`src/rtl/keystone.sv`:
```
// Keystone correction mask on a 2-pixel-per-beat AXI4-Stream video path with a 1-deep output slice.
// Define KEYSTONE_PERSPECTIVE_EN to enable the projective w term (H31/H32); otherwise affine only.
module keystone #(
    parameter int FRAME_W = 1920,
    parameter int FRAME_H = 1080
) (
    input  logic        aclk,
    input  logic        areset,
    input  logic        aclken,
    input  logic [63:0] s_axis_video_tdata_in,
    input  logic        s_axis_video_tvalid_in,
    output logic        s_axis_video_tready_out,
    input  logic        s_axis_video_tuser_in,
    input  logic        s_axis_video_tlast_in,
    output logic [63:0] s_axis_video_tdata_out,
    output logic        s_axis_video_tvalid_out,
    input  logic        s_axis_video_tready_in,
    output logic        s_axis_video_tuser_out,
    output logic        s_axis_video_tlast_out,
    input  logic        ENABLE_KEYSTONE,
    input  logic        SW_RESET,
    input  logic [31:0] H11,
    input  logic [31:0] H12,
    input  logic [31:0] H13,
    input  logic [31:0] H21,
    input  logic [31:0] H22,
    input  logic [31:0] H23,
    input  logic [31:0] H31,
    input  logic [31:0] H32
);

    localparam logic signed [47:0] ONE   = 48'sh0000_0001_0000;
    localparam logic signed [79:0] FW_WD = 80'(FRAME_W);
    localparam logic signed [79:0] FH_WD = 80'(FRAME_H);

    function automatic logic signed [47:0] sx(input logic [31:0] c);
        return {{16{c[31]}}, c};
    endfunction

    // Limits scale with w so the compare stays divide-free.
    function automatic logic in_range(input logic signed [47:0] u, input logic signed [47:0] v,
                                      input logic signed [47:0] w);
        logic signed [79:0] uw, vw, ww;
        uw = {{32{u[47]}}, u};
        vw = {{32{v[47]}}, v};
        ww = {{32{w[47]}}, w};
        return !w[47] && (w != 48'sd0) && !u[47] && !v[47] && (uw < ww * FW_WD) &&
               (vw < ww * FH_WD);
    endfunction

    logic signed [47:0] acc_u, acc_v, row_u, row_v;
    logic               new_row;
    logic signed [47:0] base_u, base_v, base_w;
    logic signed [47:0] l1_u, l1_v, l1_w;
    logic signed [47:0] nxt_u, nxt_v;
    logic               accept, sof, ok0, ok1;
    logic [63:0]        data_nxt;

`ifdef KEYSTONE_PERSPECTIVE_EN
    logic signed [47:0] acc_w, row_w;
    logic signed [47:0] nxt_w;
`else
    logic               unused_persp;
    assign unused_persp = ^{H31, H32};
`endif

    assign s_axis_video_tready_out = aclken & (s_axis_video_tready_in | ~s_axis_video_tvalid_out);
    assign accept = s_axis_video_tvalid_in & s_axis_video_tready_out;
    assign sof    = s_axis_video_tuser_in;

    always_comb begin
        base_u = acc_u;
        base_v = acc_v;
        base_w = ONE;
`ifdef KEYSTONE_PERSPECTIVE_EN
        base_w = acc_w;
`endif
        if (sof) begin
            base_u = sx(H13);
            base_v = sx(H23);
            base_w = ONE;
        end else if (new_row) begin
            base_u = row_u + sx(H12);
            base_v = row_v + sx(H22);
`ifdef KEYSTONE_PERSPECTIVE_EN
            base_w = row_w + sx(H32);
`endif
        end
        l1_u = base_u + sx(H11);
        l1_v = base_v + sx(H21);
        l1_w = base_w;
`ifdef KEYSTONE_PERSPECTIVE_EN
        l1_w  = base_w + sx(H31);
        nxt_w = l1_w + sx(H31);
`endif
        nxt_u = l1_u + sx(H11);
        nxt_v = l1_v + sx(H21);
        ok0 = in_range(base_u, base_v, base_w);
        ok1 = in_range(l1_u, l1_v, l1_w);
        data_nxt = s_axis_video_tdata_in;
        if (ENABLE_KEYSTONE) begin
            if (!ok0) data_nxt[31:0] = 32'h0;
            if (!ok1) data_nxt[63:32] = 32'h0;
        end
    end

    always_ff @(posedge aclk or posedge areset) begin
        if (areset) begin
            s_axis_video_tvalid_out <= 1'b0;
            s_axis_video_tdata_out  <= 64'h0;
            s_axis_video_tuser_out  <= 1'b0;
            s_axis_video_tlast_out  <= 1'b0;
            acc_u   <= '0;
            acc_v   <= '0;
            row_u   <= '0;
            row_v   <= '0;
            new_row <= 1'b0;
`ifdef KEYSTONE_PERSPECTIVE_EN
            acc_w <= ONE;
            row_w <= ONE;
`endif
        end else if (aclken && SW_RESET) begin
            s_axis_video_tvalid_out <= 1'b0;
            s_axis_video_tdata_out  <= 64'h0;
            s_axis_video_tuser_out  <= 1'b0;
            s_axis_video_tlast_out  <= 1'b0;
            acc_u   <= '0;
            acc_v   <= '0;
            row_u   <= '0;
            row_v   <= '0;
            new_row <= 1'b0;
`ifdef KEYSTONE_PERSPECTIVE_EN
            acc_w <= ONE;
            row_w <= ONE;
`endif
        end else if (aclken) begin
            if (accept) begin
                acc_u <= nxt_u;
                acc_v <= nxt_v;
`ifdef KEYSTONE_PERSPECTIVE_EN
                acc_w <= nxt_w;
`endif
                if (sof || new_row) begin
                    row_u <= base_u;
                    row_v <= base_v;
`ifdef KEYSTONE_PERSPECTIVE_EN
                    row_w <= base_w;
`endif
                end
                new_row <= s_axis_video_tlast_in;
                s_axis_video_tvalid_out <= 1'b1;
                s_axis_video_tdata_out  <= data_nxt;
                s_axis_video_tuser_out  <= s_axis_video_tuser_in;
                s_axis_video_tlast_out  <= s_axis_video_tlast_in;
            end else if (s_axis_video_tready_in) begin
                s_axis_video_tvalid_out <= 1'b0;
            end
        end
    end

endmodule

```
`config.mk`:
```
export PLATFORM = sky130hd
export DESIGN_NAME = keystone
export DESIGN_NICKNAME = d
export VERILOG_FILES = /design/src/rtl/keystone.sv
export SDC_FILE = /design/constraint.sdc
export NUM_CORES = 1
export LEC_CHECK = 0
export CAP_MARGIN = 30
export CORE_ASPECT_RATIO = 2
export CORE_MARGIN = 1
export CORE_UTILIZATION = 45
export CTS_CLUSTER_DIAMETER = 80
export DETAILED_ROUTE_END_ITERATION = 16
export GPL_ROUTABILITY_DRIVEN = 0
export MAX_ROUTING_LAYER = met4
export PLACE_DENSITY = 0.7
export SLEW_MARGIN = 20
export SYNTH_ARGS = -nofsm -noshare
export SYNTH_HDL_FRONTEND = slang
export SYNTH_SLANG_ARGS = --single-unit
```
`constraint.sdc`:
```
create_clock -name aclk -period 12.4 [get_ports aclk]
set_clock_uncertainty 0.2 [all_clocks]
set_input_delay 2.48 -clock aclk [delete_from_list [all_inputs] [get_ports aclk]]
set_output_delay 2.48 -clock aclk [all_outputs]
set_load 0.02 [all_outputs]
```
# --- Word-level counts from Yosys, hierarchy flattened ---
# Cells that the tools add are included.
word_totals:
  ff_bits: 259
op_classes:
  addsub: 6
  order_cmp: 4
  mux: 34
  n_bitwise: 4
  n_reduce_logical: 19
op_table:
  columns: ["cell", "count"]
  rows:
  - ["$mux 48", 18]
  - ["$add 48x32->48", 6]
  - ["$mux 64", 4]
  - ["$lt 48x28->1 const B", 4]
  - ["$mux 32", 2]
  - ["$mux 1", 10]
  - ["$logic_and 1x1->1", 7]
  - ["$reduce_bool 2->1", 3]
  - ["$logic_not 1->1", 4]
  - ["$reduce_and 2->1", 2]
  - ["$reduce_and 3->1", 1]
  - ["$reduce_bool 3->1", 1]
  - ["$and 1x1->1", 2]
  - ["$logic_or 1x1->1", 1]
  - ["$not 1->1", 1]
  - ["$or 1x1->1", 1]

# --- Logic depth before layout (Yosys ltp) ---
logic_depth:
  depth_word: 13
  ltp_mapped: 35

# --- Worst setup path after synthesis ---
# OpenSTA, ideal clock, no wires.
synth_timing:
  path_kind: "input-to-reg"
  start: "in H22[0]"
  end: "reg acc_v[46]"
  setup_time_ps: 129
  t_arrival_ps: 9200
  t_required_ps: 12071
  setup_slack_ps: 2871
  cell_stages: 32
  cell_sequence: "ha_1 > fa_1 > a21oi_1 > o221a_2 > o31a_1 > nand2_1 > a21oi_1 > xnor2_1 > nor2_1 > a21oi_1 > o21ai_0 > ha_1 > clkbuf_1 > a21o_1 > o41ai_1 > a31oi_1 > or3_1 > and2_1 > ha_1 > a21o_1 > a211oi_1 > o21ai_0 > a31o_2 > a311o_1 > a21oi_1 > o211a_1 > nor3_1 > o41a_1 > or4b_1 > a31oi_1 > xor2_1 > o21ai_1"
synth_between:
  elab_chain_len: 8
synth_rtl:
  columns: ["item", "line", "source"]
  rows:
  - ["from (decl)", "26", "input logic [31:0] H22,"]
  - ["$add 48x32->48", "84", "base_v = row_v + sx(H22);"]
  - ["$mux 48", "82", "end else if (new_row) begin"]
  - ["$mux 48", "78", "if (sof) begin"]
  - ["$add 48x32->48", "90", "l1_v = base_v + sx(H21);"]
  - ["$add 48x32->48", "97", "nxt_v = l1_v + sx(H21);"]
  - ["$mux 48", "137", "if (accept) begin"]
  - ["$mux 48", "136", "end else if (aclken) begin"]
  - ["$mux 48", "122", "end else if (aclken && SW_RESET) begin"]
  - ["to (signal assigned)", "139", "acc_v <= nxt_v;"]
  - ["to (decl)", "51", "logic signed [47:0] acc_u, acc_v, row_u, row_v;"]
# No other way between the ends. The select of a mux whose other input is x is not followed.
# A chain may end at the register's enable or synchronous reset.

# --- Final worst setup path ---
layout_timing:
  start: "in H22[10]"
  end: "reg acc_v[46]"
# Same word-level chain as after synthesis.

==> results.md <==
- Worst Max-Slew Pin Slew: approximately 1.1 ns
- Unrepaired setup endpoints after global routing: false
- Crit-path max cell delay: 0.90 ns
- Drt drc: 0
- Core area: 60900 µm²
- Final period utilization: 0.879
- Area Growth Syn to Fin: 18.0%
- Maximum VDD drop: 107 µV
- Worst Slack Setup Final: 1.50 ns
- Share of post-route cells with drive strength above 1: 0.0410
- Final setup vio count: 0
- Clock-pin transition on the worst setup and hold timing paths: 0.07 ns
- Min-delay worst type: flip-flop to flip-flop
- Mapped Nets: 4103
- Initial Util: 0.455
- Setup bufs post-CTS: 0
- Row cnt: approximately 130
- Clk buf depth: 3
- CTS tree: built
- Die Width: 177 µm
- IO Count: 397
- Nets@finish: 4333
- Largest net degree at the start of global routing: 82
- Final Hold Viols: 0
- H-Tree Depth: 1
- Hold Slack: 0.275 ns
- Startpoint types: input pin
- Synthesized area: 27700 µm²
- Logic pwr share: 0.610
- Fin Setup TNS: 0 ns
- CP delay by family, top: compound AO/OA/AOI/OAI gates
- Slew Viols, Final: 0
- P_sw: ~2.5 mW
- Total Wirelength: 103000 µm
- First-pass GRT wire length: 157000 µm
- EDFF count, synth: 0
- Buffers on Ports: about 330
- Ys async rst share: 1.00
- DRT antenna net count: 0
- Pwr dens: about 160 nW/µm²
- Vias in the first global route: between 20000 and 30000
- Pre-CTS setup slack: 0.950 ns
- Synth unique cells: 88
- Clock period minus worst slack: 10.90 ns
- Via count: 28900
- Setup crit end kind: flip-flop
- Detailed placement HPWL: just under 80000 µm
- Arrival time worst endpoint: 11.21 ns
- Critical path's slowest cell: o21ai_0
- Total power: 5.26 mW
- Post-synthesis sequential area ratio: 0.234
- Mapped Avg Cell Area: just under 8 µm²
- Initial DRC count: 2161
- Initial antenna violation count: 3
- DIE AREA: 62600 µm²
- Critical path class: input pin to flip-flop
- Fmax: 91.7 MHz
- Commonest register cell after synthesis: dfrtp_1
- Drt pass-1 iters: 8
- Synth Warn #: 0
- Worst-path maximum fanout: 6
- Die Span Y: 353 µm
- Number of buffers created by CTS: 31
- Post-Syn Instances: 3482
- Max-cap violations: 0
- Clk_lat worst skew: 0.64 ns
- CTS Hold Bufs: 0
- Sequential Power Share: 0.208
- Req. time, crit path: 12.71 ns
- CTS Sinks: 259
- Yosys reg bits: 259
- Leakage: 15.0 nW
- Status: finished clean
- Power share of the clock group: 0.181
- Post-cts resize count: 0
- GRT Resource Usage Total: 0.333
- Worst path bufs/invs: 2
- Most used cell, CP: o21ai_0
- Drt wl/cell: 22.9 µm
- Sw frac: 0.473
- Internal power: 2.77 mW
- Post-DR vias/cell: 6.41
- Max_slew headroom: 0.245
- Clock root buffer: clkbuf_16
- Grt total ovfl: 0
[layout by cell type (no fill, tap or decap), types with 14 or more instances in the layout]
| cell | Yosys | layout |
|---|---|---|
| clkbuf_16 | 0 | 31 |
| a32oi_1 | 32 | 32 |
| nand2_1 | 361 | 360 |
| or3_1 | 19 | 19 |
| a21o_1 | 153 | 153 |
| nand3_2 | 17 | 17 |
| dfrtp_1 | 259 | 258 |
| nor2b_1 | 29 | 29 |
| and4_1 | 16 | 16 |
| o221ai_1 | 14 | 14 |
| o211ai_1 | 24 | 24 |
| a221o_1 | 44 | 44 |
| o21a_1 | 28 | 28 |
| nand4_1 | 43 | 43 |
| nand2b_1 | 43 | 43 |
| and2_1 | 37 | 37 |
| inv_1 | 112 | 111 |
| a211oi_1 | 46 | 46 |
| xor2_1 | 107 | 107 |
| clkdlybuf4s50_1 | 0 | 331 |
| a22o_1 | 81 | 81 |
| a21oi_1 | 308 | 308 |
| nor2_1 | 195 | 193 |
| a31oi_1 | 37 | 37 |
| and3_1 | 74 | 73 |
| nor3_1 | 80 | 79 |
| buf_4 | 5 | 29 |
| nor4_1 | 20 | 20 |
| o31ai_1 | 24 | 24 |
| nand3_1 | 83 | 83 |
| o21ai_0 | 318 | 318 |
| ha_1 | 286 | 286 |
| xnor2_1 | 121 | 120 |
| o21bai_1 | 49 | 49 |
| mux2i_1 | 40 | 40 |
[state kept, by name (all words and copies together) (netlist names)]
register                 cells
s_axis_video_tdata_out      64
row_u                       48
s_axis_video_tuser_out       1
s_axis_video_tvalid_out      1
acc_u                       48
acc_v                       48
row_v                       48
new_row                      1
[routing by layer]
layer  track usage  vias to the layer above  part of all wire
met4         0.287                        0              0.10
li1              -                    13600                 -
met3        0.0475                      499             0.061
met1         0.332                    13700              0.35
met2         0.562                     1195              0.49
met5             -                        -                 0
[kinds of logic after synthesis]
group	count (synthesis)	synth area share
multiplexers	44	0.0161
flip-flops	259	0.234
AO/OA/AOI/OAI	1319	0.317
adder cells (fa/ha/maj)	292	0.133
XOR/XNOR	229	0.0729
buffers and inverters	283	0.0399
AND/OR/NAND/NOR	1056	0.187
[path summary, 6_finish.rpt]
check	from	end	slack [ns]	cells past startpoint
worst min register to register	acc_v[28]	acc_v[28]	0.27	2
worst min-delay path	acc_v[28]	acc_v[28]	0.27	2
max in group asynchronous	areset	s_axis_video_tdata_out[61]	8.56	3
worst max-delay path	H22[10]	acc_v[46]	1.50	30
min in group asynchronous	areset	acc_u[9]	2.12	2
worst max register to register	row_v[0]	acc_v[46]	3.39	31
[area by class of cell]
class,instances,area (µm²)
diodes,1,2.50
clock buffers,37,818
clock inverters,19,179
fillers,5814,28200
inverters,113,432
multi-input cells,2940,20200
flip-flops and latches,259,6480
well taps,780,976
repair buffers,367,3630
[cell usage after synthesis, drive strengths merged (44+ instances only)]
cell type | instances | area share
a21oi | 308 | 0.056
inv | 112 | 0.015
and3 | 74 | 0.017
nor2 | 195 | 0.026
ha | 286 | 0.13
dfrtp | 259 | 0.23
nand2 | 361 | 0.049
nand3 | 100 | 0.021
clkbuf | 148 | 0.020
o21bai | 49 | 0.013
a221o | 44 | 0.016
a22o | 81 | 0.026
xnor2 | 121 | 0.038
a21o | 153 | 0.041
o21ai | 326 | 0.059
nor3 | 80 | 0.014
xor2 | 107 | 0.034
a211oi | 46 | 0.012
[power groups by stage]
stage               clock [mW]  sequential, mW  combinational (mW)
CTS                      0.968            1.09                3.14
finish                   0.953            1.10                3.21
global route             0.997            1.11                3.49
floorplan                    0            1.08                2.23
global placement             0            1.10                3.08
detailed placement           0            1.11                3.13
[per-stage QoR]
stage,util,cells,instance area [µm²]
2_1_floorplan,-,3482,27700
3_3_place_gp,0.519,4452,31600
3_5_place_dp,0.520,4455,31600
4_1_cts,0.536,4511,32600
5_1_grt,0.537,4516,32700
6_report,0.537,4516,32700
[worst reg2reg max path: cells and delay by family, from the launching register on]
kind                     cells  cell delay [ns]
XOR/XNOR                     2             0.28
flip-flops                   1             0.38
AND/OR/NAND/NOR              6             1.37
AO/OA/AOI/OAI               19             5.26
adder cells (fa/ha/maj)      4             1.39
No activity file was read; power rests on OpenSTA's default activity.
